[src/rtl/cpu_ctrl_pkg.sv]
// Shared definitions for the hardwired control sequencer.
//   - 5-bit opcode values as they appear in IR[31:27]
//   - state encoding of the T-step sequencer
//   - instruction classes produced by the opcode decoder
//   - ALU operation codes driven on alu_op (ALU_NONE is the idle value)
package cpu_ctrl_pkg;

  localparam int OPW = 5;

  localparam logic [OPW-1:0] OP_ADD  = 5'b00011;
  localparam logic [OPW-1:0] OP_SUB  = 5'b00100;
  localparam logic [OPW-1:0] OP_AND  = 5'b00101;
  localparam logic [OPW-1:0] OP_OR   = 5'b00110;
  localparam logic [OPW-1:0] OP_SHR  = 5'b00111;
  localparam logic [OPW-1:0] OP_SHRA = 5'b01000;
  localparam logic [OPW-1:0] OP_SHL  = 5'b01001;
  localparam logic [OPW-1:0] OP_ROR  = 5'b01010;
  localparam logic [OPW-1:0] OP_ROL  = 5'b01011;
  localparam logic [OPW-1:0] OP_MUL  = 5'b01111;
  localparam logic [OPW-1:0] OP_DIV  = 5'b10000;
  localparam logic [OPW-1:0] OP_NEG  = 5'b10001;
  localparam logic [OPW-1:0] OP_NOT  = 5'b10010;
  localparam logic [OPW-1:0] OP_NOP  = 5'b11010;
  localparam logic [OPW-1:0] OP_HALT = 5'b11011;

  typedef enum logic [3:0] {
    ST_RST  = 4'd0,
    ST_T0   = 4'd1,
    ST_T1   = 4'd2,
    ST_T1W  = 4'd3,
    ST_T2   = 4'd4,
    ST_T3   = 4'd5,
    ST_T4   = 4'd6,
    ST_T5   = 4'd7,
    ST_T6   = 4'd8,
    ST_HALT = 4'd9
  } state_t;

  typedef enum logic [2:0] {
    CL_ALU3   = 3'd0,
    CL_ALU2   = 3'd1,
    CL_MULDIV = 3'd2,
    CL_NOP    = 3'd3,
    CL_HALT   = 3'd4,
    CL_ILL    = 3'd5
  } op_class_t;

  localparam int ALU_CODE_W = 4;

  localparam logic [ALU_CODE_W-1:0] ALU_NONE = 4'd0;
  localparam logic [ALU_CODE_W-1:0] ALU_ADD  = 4'd1;
  localparam logic [ALU_CODE_W-1:0] ALU_SUB  = 4'd2;
  localparam logic [ALU_CODE_W-1:0] ALU_AND  = 4'd3;
  localparam logic [ALU_CODE_W-1:0] ALU_OR   = 4'd4;
  localparam logic [ALU_CODE_W-1:0] ALU_SHR  = 4'd5;
  localparam logic [ALU_CODE_W-1:0] ALU_SHRA = 4'd6;
  localparam logic [ALU_CODE_W-1:0] ALU_SHL  = 4'd7;
  localparam logic [ALU_CODE_W-1:0] ALU_ROR  = 4'd8;
  localparam logic [ALU_CODE_W-1:0] ALU_ROL  = 4'd9;
  localparam logic [ALU_CODE_W-1:0] ALU_MUL  = 4'd10;
  localparam logic [ALU_CODE_W-1:0] ALU_DIV  = 4'd11;
  localparam logic [ALU_CODE_W-1:0] ALU_NEG  = 4'd12;
  localparam logic [ALU_CODE_W-1:0] ALU_NOT  = 4'd13;
  localparam logic [ALU_CODE_W-1:0] ALU_INC  = 4'd14;

endpackage

[src/rtl/ctrl_decode.sv]
// Combinational opcode decoder.
// Maps the 5-bit opcode to an instruction class (which selects the
// execute-step sequence) and to the ALU operation used when Zin is asserted.
// Ports:
//   opcode   in  5   IR[31:27]
//   op_class out     instruction class (ALU3, ALU2, MULDIV, NOP, HALT, ILL)
//   op_alu   out 4   ALU operation for this opcode (ALU_NONE if none)
module ctrl_decode
  import cpu_ctrl_pkg::*;
(
  input  logic [4:0] opcode,
  output op_class_t  op_class,
  output logic [3:0] op_alu
);

  always_comb begin
    op_class = CL_ILL;
    op_alu   = ALU_NONE;
    case (opcode)
      OP_ADD:  begin op_class = CL_ALU3;   op_alu = ALU_ADD;  end
      OP_SUB:  begin op_class = CL_ALU3;   op_alu = ALU_SUB;  end
      OP_AND:  begin op_class = CL_ALU3;   op_alu = ALU_AND;  end
      OP_OR:   begin op_class = CL_ALU3;   op_alu = ALU_OR;   end
      OP_SHR:  begin op_class = CL_ALU3;   op_alu = ALU_SHR;  end
      OP_SHRA: begin op_class = CL_ALU3;   op_alu = ALU_SHRA; end
      OP_SHL:  begin op_class = CL_ALU3;   op_alu = ALU_SHL;  end
      OP_ROR:  begin op_class = CL_ALU3;   op_alu = ALU_ROR;  end
      OP_ROL:  begin op_class = CL_ALU3;   op_alu = ALU_ROL;  end
      OP_MUL:  begin op_class = CL_MULDIV; op_alu = ALU_MUL;  end
      OP_DIV:  begin op_class = CL_MULDIV; op_alu = ALU_DIV;  end
      OP_NEG:  begin op_class = CL_ALU2;   op_alu = ALU_NEG;  end
      OP_NOT:  begin op_class = CL_ALU2;   op_alu = ALU_NOT;  end
      OP_NOP:  op_class = CL_NOP;
      OP_HALT: op_class = CL_HALT;
      default: op_class = CL_ILL;
    endcase
  end

endmodule

[src/rtl/control_unit.sv]
// Hardwired control sequencer for the datapath.
// Walks the fetch steps (T0, T1, optional T1W memory wait, T2) and then the
// execute steps T3..T6 chosen by the decoded opcode class. All outputs are a
// Moore function of the current state and the IR opcode field.
// Ports:
//   clk       in  1       rising-edge clock
//   clr       in  1       asynchronous active-low reset
//   IR        in  IRW     instruction register (opcode field valid from T3)
//   mem_rdy   in  1       memory read data valid
//   Stop      in  1       halt request, honoured at the last step of an instruction
//   PCout..LOin out 1     datapath strobes
//   Gra/Grb/Grc out 1     register field selects (one-hot or idle)
//   Rin/Rout  out 1       load / drive of the selected register
//   alu_op    out ALUOPW  ALU operation, ALU_NONE whenever Zin is low
//   Run       out 1       high outside RST and HALT
//   illegal   out 1       high in T3 of an undefined opcode
module control_unit
  import cpu_ctrl_pkg::*;
#(
  parameter int IRW             = 32,
  parameter int ALUOPW          = 4,
  parameter int HALT_ON_ILLEGAL = 0
) (
  input  logic              clk,
  input  logic              clr,
  input  logic [IRW-1:0]    IR,
  input  logic              mem_rdy,
  input  logic              Stop,
  output logic              PCout,
  output logic              MARin,
  output logic              IncPC,
  output logic              Zin,
  output logic              Zlowout,
  output logic              Zhighout,
  output logic              PCin,
  output logic              Read,
  output logic              MDRin,
  output logic              MDRout,
  output logic              IRin,
  output logic              Yin,
  output logic              HIin,
  output logic              LOin,
  output logic              Gra,
  output logic              Grb,
  output logic              Grc,
  output logic              Rin,
  output logic              Rout,
  output logic [ALUOPW-1:0] alu_op,
  output logic              Run,
  output logic              illegal
);

  state_t     state;
  state_t     state_next;
  state_t     end_next;
  op_class_t  op_class;
  logic [3:0] op_alu;
  logic [4:0] opcode;

  // Register fields are decoded by the datapath, not here.
  logic       unused_ir_fields;

  assign opcode           = IR[IRW-1 -: 5];
  assign unused_ir_fields = ^IR[IRW-6:0];

  ctrl_decode u_decode (
    .opcode   (opcode),
    .op_class (op_class),
    .op_alu   (op_alu)
  );

  // Successor of the last step of any instruction; Stop is only looked at here.
  assign end_next = Stop ? ST_HALT : ST_T0;

  always_ff @(posedge clk or negedge clr) begin
    if (!clr) state <= ST_RST;
    else      state <= state_next;
  end

  always_comb begin
    state_next = state;
    case (state)
      ST_RST:  state_next = ST_T0;
      ST_T0:   state_next = ST_T1;
      ST_T1,
      ST_T1W:  state_next = mem_rdy ? ST_T2 : ST_T1W;
      ST_T2:   state_next = ST_T3;
      ST_T3: begin
        case (op_class)
          CL_ALU3,
          CL_ALU2,
          CL_MULDIV: state_next = ST_T4;
          CL_HALT:   state_next = ST_HALT;
          CL_ILL:    state_next = (HALT_ON_ILLEGAL != 0) ? ST_HALT : end_next;
          default:   state_next = end_next;
        endcase
      end
      ST_T4: begin
        case (op_class)
          CL_ALU3,
          CL_MULDIV: state_next = ST_T5;
          default:   state_next = end_next;
        endcase
      end
      ST_T5:   state_next = (op_class == CL_MULDIV) ? ST_T6 : end_next;
      ST_T6:   state_next = end_next;
      ST_HALT: state_next = ST_HALT;
      default: state_next = ST_RST;
    endcase
  end

  always_comb begin
    PCout    = 1'b0;
    MARin    = 1'b0;
    IncPC    = 1'b0;
    Zin      = 1'b0;
    Zlowout  = 1'b0;
    Zhighout = 1'b0;
    PCin     = 1'b0;
    Read     = 1'b0;
    MDRin    = 1'b0;
    MDRout   = 1'b0;
    IRin     = 1'b0;
    Yin      = 1'b0;
    HIin     = 1'b0;
    LOin     = 1'b0;
    Gra      = 1'b0;
    Grb      = 1'b0;
    Grc      = 1'b0;
    Rin      = 1'b0;
    Rout     = 1'b0;
    alu_op   = ALUOPW'(ALU_NONE);
    illegal  = 1'b0;
    Run      = (state != ST_RST) && (state != ST_HALT);

    case (state)
      ST_T0: begin
        PCout  = 1'b1;
        MARin  = 1'b1;
        IncPC  = 1'b1;
        Zin    = 1'b1;
        alu_op = ALUOPW'(ALU_INC);
      end
      ST_T1: begin
        Zlowout = 1'b1;
        PCin    = 1'b1;
        Read    = 1'b1;
        MDRin   = 1'b1;
      end
      // Memory wait: keep reading but never reload PC, so it advances once.
      ST_T1W: begin
        Read  = 1'b1;
        MDRin = 1'b1;
      end
      ST_T2: begin
        MDRout = 1'b1;
        IRin   = 1'b1;
      end
      ST_T3: begin
        case (op_class)
          CL_ALU3: begin
            Grb  = 1'b1;
            Rout = 1'b1;
            Yin  = 1'b1;
          end
          CL_ALU2: begin
            Grb    = 1'b1;
            Rout   = 1'b1;
            Zin    = 1'b1;
            alu_op = ALUOPW'(op_alu);
          end
          CL_MULDIV: begin
            Gra  = 1'b1;
            Rout = 1'b1;
            Yin  = 1'b1;
          end
          CL_ILL:  illegal = 1'b1;
          default: ;
        endcase
      end
      ST_T4: begin
        case (op_class)
          CL_ALU3: begin
            Grc    = 1'b1;
            Rout   = 1'b1;
            Zin    = 1'b1;
            alu_op = ALUOPW'(op_alu);
          end
          CL_ALU2: begin
            Zlowout = 1'b1;
            Gra     = 1'b1;
            Rin     = 1'b1;
          end
          CL_MULDIV: begin
            Grb    = 1'b1;
            Rout   = 1'b1;
            Zin    = 1'b1;
            alu_op = ALUOPW'(op_alu);
          end
          default: ;
        endcase
      end
      ST_T5: begin
        case (op_class)
          CL_ALU3: begin
            Zlowout = 1'b1;
            Gra     = 1'b1;
            Rin     = 1'b1;
          end
          CL_MULDIV: begin
            Zlowout = 1'b1;
            LOin    = 1'b1;
          end
          default: ;
        endcase
      end
      ST_T6: begin
        if (op_class == CL_MULDIV) begin
          Zhighout = 1'b1;
          HIin     = 1'b1;
        end
      end
      default: ;
    endcase
  end

endmodule

[config.mk]
export PLATFORM = sky130hd
export DESIGN_NAME = control_unit
export DESIGN_NICKNAME = d
export VERILOG_FILES = /design/src/rtl/cpu_ctrl_pkg.sv /design/src/rtl/ctrl_decode.sv /design/src/rtl/control_unit.sv
export SDC_FILE = /design/constraint.sdc
export NUM_CORES = 1
export LEC_CHECK = 0
export CAP_MARGIN = 40
export CORE_UTILIZATION = 25
export CTS_CLUSTER_SIZE = 25
export DETAILED_ROUTE_END_ITERATION = 10
export PLACE_DENSITY = 0.68
export SLEW_MARGIN = 40
export SYNTH_ARGS = -nofsm -noshare
export SYNTH_HDL_FRONTEND = slang
export SYNTH_SLANG_ARGS = --single-unit
[constraint.sdc]
create_clock -name clk -period 2.4 [get_ports clk]
set_input_delay 0.24 -clock clk [delete_from_list [all_inputs] [get_ports clk]]
set_output_delay 0.24 -clock clk [all_outputs]
set_load 0.1 [all_outputs]
==> results of run 1 <==
==> per-stage QoR <==
stage / power [uW] / std cells / utilization (%) / hold WS (ns) / setup slack, ns
after floorplan: 1720 / 115 / - / -0.0556 / -0.429
final: 2510 / 208 / 58.5 / 0.207 / 0.141
after detailed placement: 2430 / 205 / 57.4 / 0.453 / -0.0489
after global routing: 2610 / 208 / 58.5 / 0.211 / 0.0658
after global placement: 2410 / 205 / 57.4 / 0.446 / 0.00524
after CTS: 2520 / 208 / 58.1 / 0.210 / 0.0340
==> path summary, 6_finish.rpt <==
check / startpoint / endpoint / slack [ns] / depth (start not counted)
worst max-delay path: IR[28] / alu_op[0] / 0.14 / 7
worst min-delay path: clr / state[1] / 0.21 / 1
max in group asynchronous: clr / state[0] / 2.03 / 1
min in group clk: IR[29] / state[0] / 0.62 / 4
worst min register to register: state[3] / state[0] / 0.70 / 3
worst max register to register: state[2] / state[1] / 0.82 / 5
==> cell type report <==
class                      instances  area, um2  area share (%)
tap                               42       52.6            3.12
clock buffer                       3       22.5            1.34
multi-input combinational         93        719            42.7
inverter                           4       15.0           0.892
sequential                         4        100            5.94
timing repair buffer              62        774            46.0
==> synthesized netlist by cell type (2+ instances only) <==
library cell  number
nor3_1             4
buf_6              2
o221ai_1           2
inv_1              3
buf_4              6
a21o_1             2
xor2_1             2
nor2_1            16
o2bb2ai_1          3
a21oi_1            8
nand2_1           10
or3_1              4
clkbuf_1           4
o211ai_1           3
dfrtp_1            4
buf_2              2
nand2b_1           5
nand3_1            4
o21ai_0            5
nor2b_1            3
==> timing repair <==
item / 4_1_cts / 5_1_grt
pin swaps: 0 / 1
endpoints found under the setup margin: 1 / 7
resized for setup: 3 / 3
hold buffers: 0 / 0
==> per-layer routing <==
layer	wire, um	GRT usage, %
met5	0	0
met4	26	5.10
met3	51	0.670
met2	1500	33.0
met1	1110	22.1
==> logic make-up after synthesis <==
group | after synthesis | share of synthesized area (%)
AO/OA/AOI/OAI | 33 | 31.2
XOR/XNOR | 3 | 3.34
buffers and inverters | 18 | 13.7
flip-flops | 4 | 12.7
AND/OR/NAND/NOR | 57 | 39.0
==> power groups by stage <==
stage               logic [uW]  registers (uW)  clock network (uW)
finish                    2250             184                80.2
global route              2320             194                90.2
floorplan                 1590             129                   0
detailed placement        2250             181                   0
global placement          2230             177                   0
CTS                       2250             182                82.3
==> out/qor.txt, run 1 <==
crit path cell chain -> dlygate4sd2_1 -> nor4b_4 -> o21bai_1 -> and2_4 -> or3_4 -> a211oi_4 -> buf_12
Flop pwr share -> 7.3%
Max VDD drop -> 0.654 mV
via-per-instance ratio -> 4.94
RSZ-0062 raised after global routing -> no
I/O pin count -> 61
Die Width -> 58.1 um
Initial Util -> 27.3%
Synth Register Bits -> 4
Sum Neg Setup Slack -> 0 ns
Worst-Margin Slew -> 0.477 ns
ranking of synthesized cells by area -> dfrtp_1 (13%), nor2_1 (7.6%), buf_4 (5.7%), a21oi_1 (5.1%), nand2_1 (4.8%)
CTS max path bufs -> 2
Yosys top cell by area -> dfrtp_1
cell area power density -> 1490 mW/mm2
Comb power frac -> 89.5%
root buffer cell -> clkbuf_4
worst-skew pair later-pin latency -> 0.23 ns
drt initial violations -> 21
Static Leakage -> 0.000704 uW
post-synthesis sequential area ratio -> 12.7%
cell area after synthesis -> 786 um2
HPWL Detailed -> 2220 um
CTS tree -> built
crit share post-route -> 94.1%
crit path DAT -> 2.02 ns
Avg Cell Area, Syn -> 6.83 um2
number of antenna repair diodes -> 0
Area growth, synth to finish -> 114%
most common cell after layout, fill and taps aside -> buf_4
placed cell areas -> 0.00165 mm2
max_slew headroom -> 68.2%
TritonRoute pass-1 iters -> 7
maximum level of the CTS H-tree -> 1
final max-slew violation count -> 0
core area -> 0.00288 mm2
clk slew on worst S/H paths -> 0.04 ns
WP buf/inv -> 2
Final Setup Violations -> 0
Cell variety after synth -> 43
I/O Buffers -> 33
Int Pwr -> 930 uW
share of layout cells above drive strength 1 -> 51.2%
Most flops, register -> state
Post-Synthesis Cells -> 115
critical path's top delay family -> simple AND/OR/NAND/NOR gates
via count -> 1027
most frequent cells in the layout -> buf_4 (31), buf_12 (23), nand2_1 (10)
status -> finished with violations
Final Cell Area -> 0.00168 mm2
CP required -> 2.16 ns
antenna viol nets, final -> 0
fmax -> 443 MHz
YS warnings -> 0
CTS Sinks -> 4
placement row count -> 19
Filler cells -> 247
first-pass GRT wire length -> 4710 um
Worst setup SP type -> input pin
critical path class -> in2out
Chip Height -> 58.1 um
Critical Path Max Stage Delay -> 0.36 ns
GR Util All Layers -> 17.8%
violated checks -> DRC
Hold Path Class -> in2async
largest net degree at the start of global routing -> 12
max cap viols -> 0
Synth top area share -> 12.7%
Psw -> 1580 uW
crit path time final -> 2.26 ns
total grt overflow -> 0
Post-route DRC -> 3
vias in the first global route -> 1021
Main synth FF type -> dfrtp_1
Post-synth EDFFs -> 0
syn_nets -> 151
Final Hold Vio Count -> 0
gpl congestion -> 0.896
cts bufs inserted -> 3
crit end category -> output pin
setup bufs post-CTS -> 0
critical path peak fanout -> 6
skew final -> 0.00218 ns
Async S/R FF share, synth -> 100%
final wirelength -> 2680 um
post-DR wirelength/cell -> 12.9 um
die footprint -> 0.00337 mm2
Switching Share -> 63.0%
clock share of power -> 3.2%
CP max-delay cell -> or3_4
initial antenna violation count -> 0
biggest regs -> state: 4 flops
max reg flops -> 4
fin nets -> 204
(Power assumes the default switching activity.)
==> inputs of run 2 (changes only) <==
PLACE_DENSITY = 0.71   (was 0.68)
clock period = 1.85 ns   (was 2.4 ns; I/O delays follow)
==> run 2 against run 1 <==
  * The flow finishes with violations (DRC, setup timing)
  * Combinational power is 54% higher
  * Cell count is 13% higher
  * First-iteration DRC count up 67%
  * Wire length rose by 35%
  * Largest cell class unchanged
  * Register-to-register slack got worse by 0.44 ns
==> out/qor.txt, run 2 (synthesis gave the netlist of run 1 again) <==
status -> finished with violations (unchanged)
violated checks -> DRC, setup timing (was DRC)
Final Hold Vio Count -> 0 (unchanged)
crit path time final -> 1.94 ns
total grt overflow -> 0 (unchanged)
skew final -> 0.00385 ns (was 0.00218 ns)
post-layout util -> 73.7% (was 58.5%)
Initial Util -> 27.3% (unchanged)
Worst-Margin Slew -> 0.274 ns (was 0.477 ns)
I/O Buffers -> 33 (unchanged)
Top cell by count, worst path -> buf_12
crit end category -> output pin (unchanged)
Max VDD drop -> 1.87 mV (was 0.654 mV)
most frequent cells in the layout -> buf_4 (47), buf_12 (27), nand2_1 (9) (was buf_4 (31), buf_12 (23), nand2_1 (10))
max reg flops -> 4 (unchanged)
cts bufs inserted -> 3 (unchanged)
Final Setup Violations -> 8 (was 0)
critical path's top delay family -> simple AND/OR/NAND/NOR gates (unchanged)
CP required -> 1.66 ns (was 2.16 ns)
largest net degree at the start of global routing -> 10 (was 12)
HPWL Detailed -> 2420 um (was 2220 um)
gpl congestion -> 0.811 (was 0.896)
Die Width -> 58.1 um (unchanged)
critical path peak fanout -> 7 (was 6)
Post-route DRC -> 4 (was 3)
max cap viols -> 0 (unchanged)
biggest regs -> state: 4 flops (unchanged)
fmax -> 515 MHz
final max-slew violation count -> 0 (unchanged)
Worst setup SP type -> input pin (unchanged)
Hold Path Class -> in2async (unchanged)
Reg2Reg Depth -> 6 (was 5)
die footprint -> 0.00337 mm2 (unchanged)
Chip Height -> 58.1 um (unchanged)
crit path cell chain -> buf_12 -> nor4b_4 -> o21bai_2 -> and2_4 -> or3_4 -> a211oi_4 -> buf_12 (was dlygate4sd2_1 -> nor4b_4 -> o21bai_1 -> and2_4 -> or3_4 -> a211oi_4 -> buf_12)
fin nets -> 231 (was 204)
crit share post-route -> 105%
post-route insts no fill -> 235 (was 208)
vias in the first global route -> 1215 (was 1021)
Most flops, register -> state (unchanged)
origin of the critical flop-to-flop path -> state[3] (was state[2])
first-pass GRT wire length -> 5490 um (was 4710 um)
drt initial violations -> 35 (was 21)
core area -> 0.00288 mm2 (unchanged)
max layer used -> met4 (unchanged)
Cells after DPL -> 216 (was 205)
via-per-instance ratio -> 5.06 (was 4.94)
max_slew headroom -> 81.7% (was 68.2%)
I/O pin count -> 61 (unchanged)
Static Leakage -> 0.000864 uW (was 0.000704 uW)
post-DR wirelength/cell -> 15.4 um (was 12.9 um)
share of layout cells above drive strength 1 -> 71.0% (was 51.2%)
maximum level of the CTS H-tree -> 1 (unchanged)
CTS Sinks -> 4 (unchanged)
CP max-delay cell -> or3_4 (unchanged)
most common cell after layout, fill and taps aside -> buf_4 (unchanged)
met3 WL -> 155 um (was 51 um)
worst reg-to-reg setup slack -> 0.38 ns (was 0.82 ns)
setup ws final -> -0.0910 ns (was 0.141 ns)
critical path class -> in2out (unchanged)
Area growth, synth to finish -> 170% (was 114%)
wl on met1 -> 1430 um (was 1110 um)
via count -> 1189 (was 1027)
Critical Path Max Stage Delay -> 0.36 ns (about the same)
RSZ-0062 raised after global routing -> yes (was no)
number of antenna repair diodes -> 0 (unchanged)
WL met2 -> 2010 um (was 1500 um)
CTS max path bufs -> 2 (unchanged)
clk slew on worst S/H paths -> 0.04 ns (about the same)
RR Endpoint -> state[1] (unchanged)
GR Util All Layers -> 20.6% (was 17.8%)
final wirelength -> 3620 um (was 2680 um)
TritonRoute pass-1 iters -> 7 (unchanged)
initial antenna violation count -> 0 (unchanged)
Filler cells -> 196 (was 247)
root buffer cell -> clkbuf_4 (unchanged)
CTS tree -> built (unchanged)
antenna viol nets, final -> 0 (unchanged)
WP buf/inv -> 2 (unchanged)
crit path DAT -> 1.76 ns (was 2.02 ns)
placement row count -> 19 (unchanged)
pre-CTS setup slack -> -0.556 ns (was -0.0489 ns)
cell area power density -> 1790 mW/mm2 (was 1490 mW/mm2)
worst-skew pair later-pin latency -> 0.24 ns (was 0.23 ns)
run 2: cell types whose count changed in the layout (fill, tap and decap cells not counted), moves of 3 or more:
| cell | previous run | this run |
|---|---|---|
| or3_4 | 2 | 5 |
| or3_1 | 3 | 0 |
| nor2_2 | 5 | 2 |
| dlygate4sd2_1 | 3 | 0 |
| nor2_4 | 2 | 7 |
| buf_12 | 23 | 27 |
| buf_6 | 0 | 8 |
| buf_4 | 31 | 47 |
run 2: cell type report:
class	instances	area [um2]	share of cell area [%]
Timing Repair Buffer	89	1050	49.3
Tap cell	42	52.6	2.48
Multi-Input combinational cell	93	878	41.4
Sequential cell	4	103	4.84
Clock buffer	3	22.5	1.06
Inverter	4	18.8	0.885
run 2: worst max path at each step:
stage,start,endpoint,slack (ns),depth (start not counted)
3_3_place_gp,IR[30],alu_op[0],-0.48,7
3_5_place_dp,IR[30],alu_op[1],-0.56,8
4_1_cts,IR[27],alu_op[0],-0.11,7
5_1_grt,state[3],alu_op[1],-0.13,6
6_report,IR[30],alu_op[0],-0.09,7
2_1_floorplan,IR[30],Zlowout,-0.63,7
run 2: power breakdown:
| group | total [uW] | switching (uW) | leakage [uW] | internal (uW) |
|---|---|---|---|---|
| clock network | 111 | 38.3 | 0.0000138 | 72.7 |
| logic | 3460 | 2130 | 0.000802 | 1330 |
| registers | 218 | 84.1 | 0.0000482 | 134 |
run 2: layer usage:
metal  vias to the layer above  global-route usage [%]
met1                       580                    24.7
met3                         2                    5.13
met4                         0                    2.72
met5                         -                       0
met2                        39                    37.8
li1                        568                       -
run 2: worst reg2reg max path: stages, from the launching register on:
cell      delay (ns)
dfrtp_1         0.39
buf_4           0.16
nor2b_4         0.16
nand2_2         0.10
o31a_4          0.35
buf_4           0.15
o221ai_1        0.06
run 2: metrics by stage:
stage / power (uW) / hold WS [ns] / TNS (ns) / instance area (um2)
3_3_place_gp: 3330 / 0.395 / -6.11 / 1830
6_report: 3790 / 0.143 / -0.516 / 2120
3_5_place_dp: 3360 / 0.400 / -7.23 / 1830
5_1_grt: 3920 / 0.149 / -1.05 / 2120
2_1_floorplan: 2410 / -0.111 / -5.21 / 1060
4_1_cts: 3580 / 0.152 / -0.559 / 2020
run 2: timing repair:
item	4_1_cts	5_1_grt
buffers inserted	12	5
pin swaps	12	16
hold buffers	0	0
setup endpoints to repair	19	19
gates resized for setup	44	17
==> inputs of run 3 (changes only) <==
SKIP_LAST_GASP = 1   (was unset)
==> run 3 against run 2 <==
  * The flow still finishes with violations (DRC, setup timing)
  * Power is 0.60% lower
  * Largest power group unchanged
  * Clock power shrank 5%
  * Hold slack improved by 0.012 ns
  * Combinational power hardly changed
  * Non-clock buffer count unchanged
  * Critical path depth did not move
  * Fmax up 0.46%
  * Global-route usage unchanged
==> out/qor.txt, run 3 (synthesis gave the netlist of run 1 again) <==
Post-route DRC -> 3 (was 4)
status -> finished with violations (unchanged)
share of layout cells above drive strength 1 -> 70.5% (was 71.0%)
GR Util All Layers -> 20.6% (unchanged)
antenna viol nets, final -> 0 (unchanged)
violated checks -> DRC, setup timing (unchanged)
total power -> 3770 uW (was 3790 uW)
cts bufs inserted -> 3 (unchanged)
fmax -> 518 MHz (was 515 MHz)
Cells after DPL -> 216 (unchanged)
CP max-delay cell -> or3_4 (unchanged)
CTS tree -> built (unchanged)
max cap viols -> 0 (unchanged)
Max VDD drop -> 1.59 mV (was 1.87 mV)
vias in the first global route -> 1215 (unchanged)
total grt overflow -> 0 (unchanged)
Reg2Reg Depth -> 7 (was 6)
Area growth, synth to finish -> 168% (was 170%)
I/O Buffers -> 33 (unchanged)
placement row count -> 19 (unchanged)
max reg flops -> 4 (unchanged)
Comb power frac -> 91.4% (was 91.3%)
Filler cells -> 195 (was 196)
CTS Sinks -> 4 (unchanged)
Top cell by count, worst path -> buf_12 (unchanged)
Hold Path Class -> in2async (unchanged)
Final Cell Area -> 0.00210 mm2 (was 0.00212 mm2)
Die Width -> 58.1 um (unchanged)
setup ws final -> -0.0821 ns (was -0.0910 ns)
Most flops, register -> state (unchanged)
RSZ-0062 raised after global routing -> yes (unchanged)
final wirelength -> 3510 um (was 3620 um)
I/O pin count -> 61 (unchanged)
crit path DAT -> 1.75 ns (was 1.76 ns)
largest net degree at the start of global routing -> 10 (unchanged)
clock share of power -> 2.8% (was 2.9%)
origin of the critical flop-to-flop path -> state[3] (unchanged)
maximum level of the CTS H-tree -> 1 (unchanged)
pre-CTS setup slack -> -0.556 ns (unchanged)
critical path peak fanout -> 7 (unchanged)
critical path class -> in2out (unchanged)
most frequent cells in the layout -> buf_4 (48), buf_12 (27), nand2_1 (9) (was buf_4 (47), buf_12 (27), nand2_1 (9))
number of antenna repair diodes -> 0 (unchanged)
RR Endpoint -> state[3] (was state[1])
CP required -> 1.66 ns (about the same)
Hold Buf Count CTS -> 0 (unchanged)
Critical Path Max Stage Delay -> 0.36 ns (about the same)
most common cell after layout, fill and taps aside -> buf_4 (unchanged)
drt initial violations -> 25 (was 35)
post-route insts no fill -> 235 (unchanged)
first-pass GRT wire length -> 5490 um (unchanged)
cell area power density -> 1790 mW/mm2 (about the same)
placed cell areas -> 0.00183 mm2 (unchanged)
Final Setup Violations -> 8 (unchanged)
HPWL Detailed -> 2420 um (unchanged)
fin nets -> 231 (unchanged)
biggest regs -> state: 4 flops (unchanged)
die footprint -> 0.00337 mm2 (unchanged)
Initial Util -> 27.3% (unchanged)
clk slew on worst S/H paths -> 0.04 ns (about the same)
post-layout util -> 73.1% (was 73.7%)
final max-slew violation count -> 0 (unchanged)
crit path time final -> 1.93 ns (was 1.94 ns)
core area -> 0.00288 mm2 (unchanged)
post-DR wirelength/cell -> 14.9 um (was 15.4 um)
Reg area -> 103 um2 (unchanged)
Switching Share -> 59.4% (about the same)
TritonRoute pass-1 iters -> 9 (was 7)
worst-skew pair later-pin latency -> 0.23 ns (was 0.24 ns)
initial antenna violation count -> 0 (unchanged)
crit end category -> output pin (unchanged)
Psw -> 2240 uW (was 2250 uW)
via-per-instance ratio -> 5.00 (was 5.06)
max_slew headroom -> 79.9% (was 81.7%)
Multi-input gate area -> 865 um2 (was 878 um2)
CTS max path bufs -> 2 (unchanged)
worst reg-to-reg setup slack -> 0.39 ns (was 0.38 ns)
crit path cell chain -> buf_12 -> nor4b_4 -> o21bai_2 -> and2_4 -> or3_4 -> a211oi_4 -> buf_12 (unchanged)
gpl congestion -> 0.811 (unchanged)
root buffer cell -> clkbuf_4 (unchanged)
Flop pwr share -> 5.8% (about the same)
Chip Height -> 58.1 um (unchanged)
Worst-Margin Slew -> 0.300 ns (was 0.274 ns)
skew final -> 0.000558 ns (was 0.00385 ns)
crit share post-route -> 104% (was 105%)
Int Pwr -> 1530 uW (was 1540 uW)
Final Hold Vio Count -> 0 (unchanged)
via count -> 1174 (was 1189)
Worst setup SP type -> input pin (unchanged)
Static Leakage -> 0.000867 uW (was 0.000864 uW)
-- run 3: worst max-delay path by stage --
stage                           end     start  slack (ns)
after global routing            Gra  state[3]       -0.13
after floorplan             Zlowout    IR[30]       -0.63
final                     alu_op[0]    IR[30]       -0.08
after CTS                 alu_op[0]    IR[27]       -0.11
after global placement    alu_op[0]    IR[30]       -0.48
after detailed placement  alu_op[1]    IR[30]       -0.56
-- run 3: final cells by class --
| cell class | instances | share of cell area [%] |
|---|---|---|
| timing repair buffer | 89 | 49.6 |
| multi-input combinational | 93 | 41.1 |
| sequential | 4 | 4.88 |
| tap | 42 | 2.50 |
| clock buffer | 3 | 1.07 |
| inverter | 4 | 0.892 |
-- run 3: timing repair --
action | CTS | global route
buffers inserted | 12 | 5
cloned | 0 | 0
endpoints found under the setup margin | 19 | 19
gates resized for setup | 44 | 14
pin swaps | 12 | 16
-- run 3: stage by stage --
step | setup TNS (ns) | hold slack, ns
6_report | -0.406 | 0.155
3_5_place_dp | -7.23 | 0.400
4_1_cts | -0.559 | 0.152
3_3_place_gp | -6.11 | 0.395
2_1_floorplan | -5.21 | -0.111
5_1_grt | -1.04 | 0.164
-- run 3: layer usage --
layer | wire length (um) | GRT usage, % | part of all wire [%]
met1 | 1410 | 24.7 | 40
met2 | 1880 | 37.8 | 54
met3 | 152 | 5.13 | 4.3
met4 | 70 | 2.72 | 2.0
met5 | 0 | 0 | 0
-- run 3: power groups by stage --
stage | sequential (uW) | combinational, uW | clock, uW
after detailed placement | 207 | 3150 | 0
after floorplan | 175 | 2240 | 0
after CTS | 213 | 3260 | 110
after global routing | 223 | 3550 | 122
final | 217 | 3450 | 106
after global placement | 204 | 3130 | 0
-- run 3: worst max-delay path: cells and delay by family --
kind            cells  cell delay [ns]
compound gates      2             0.41
buf+inv             2             0.32
simple gates        3             0.83
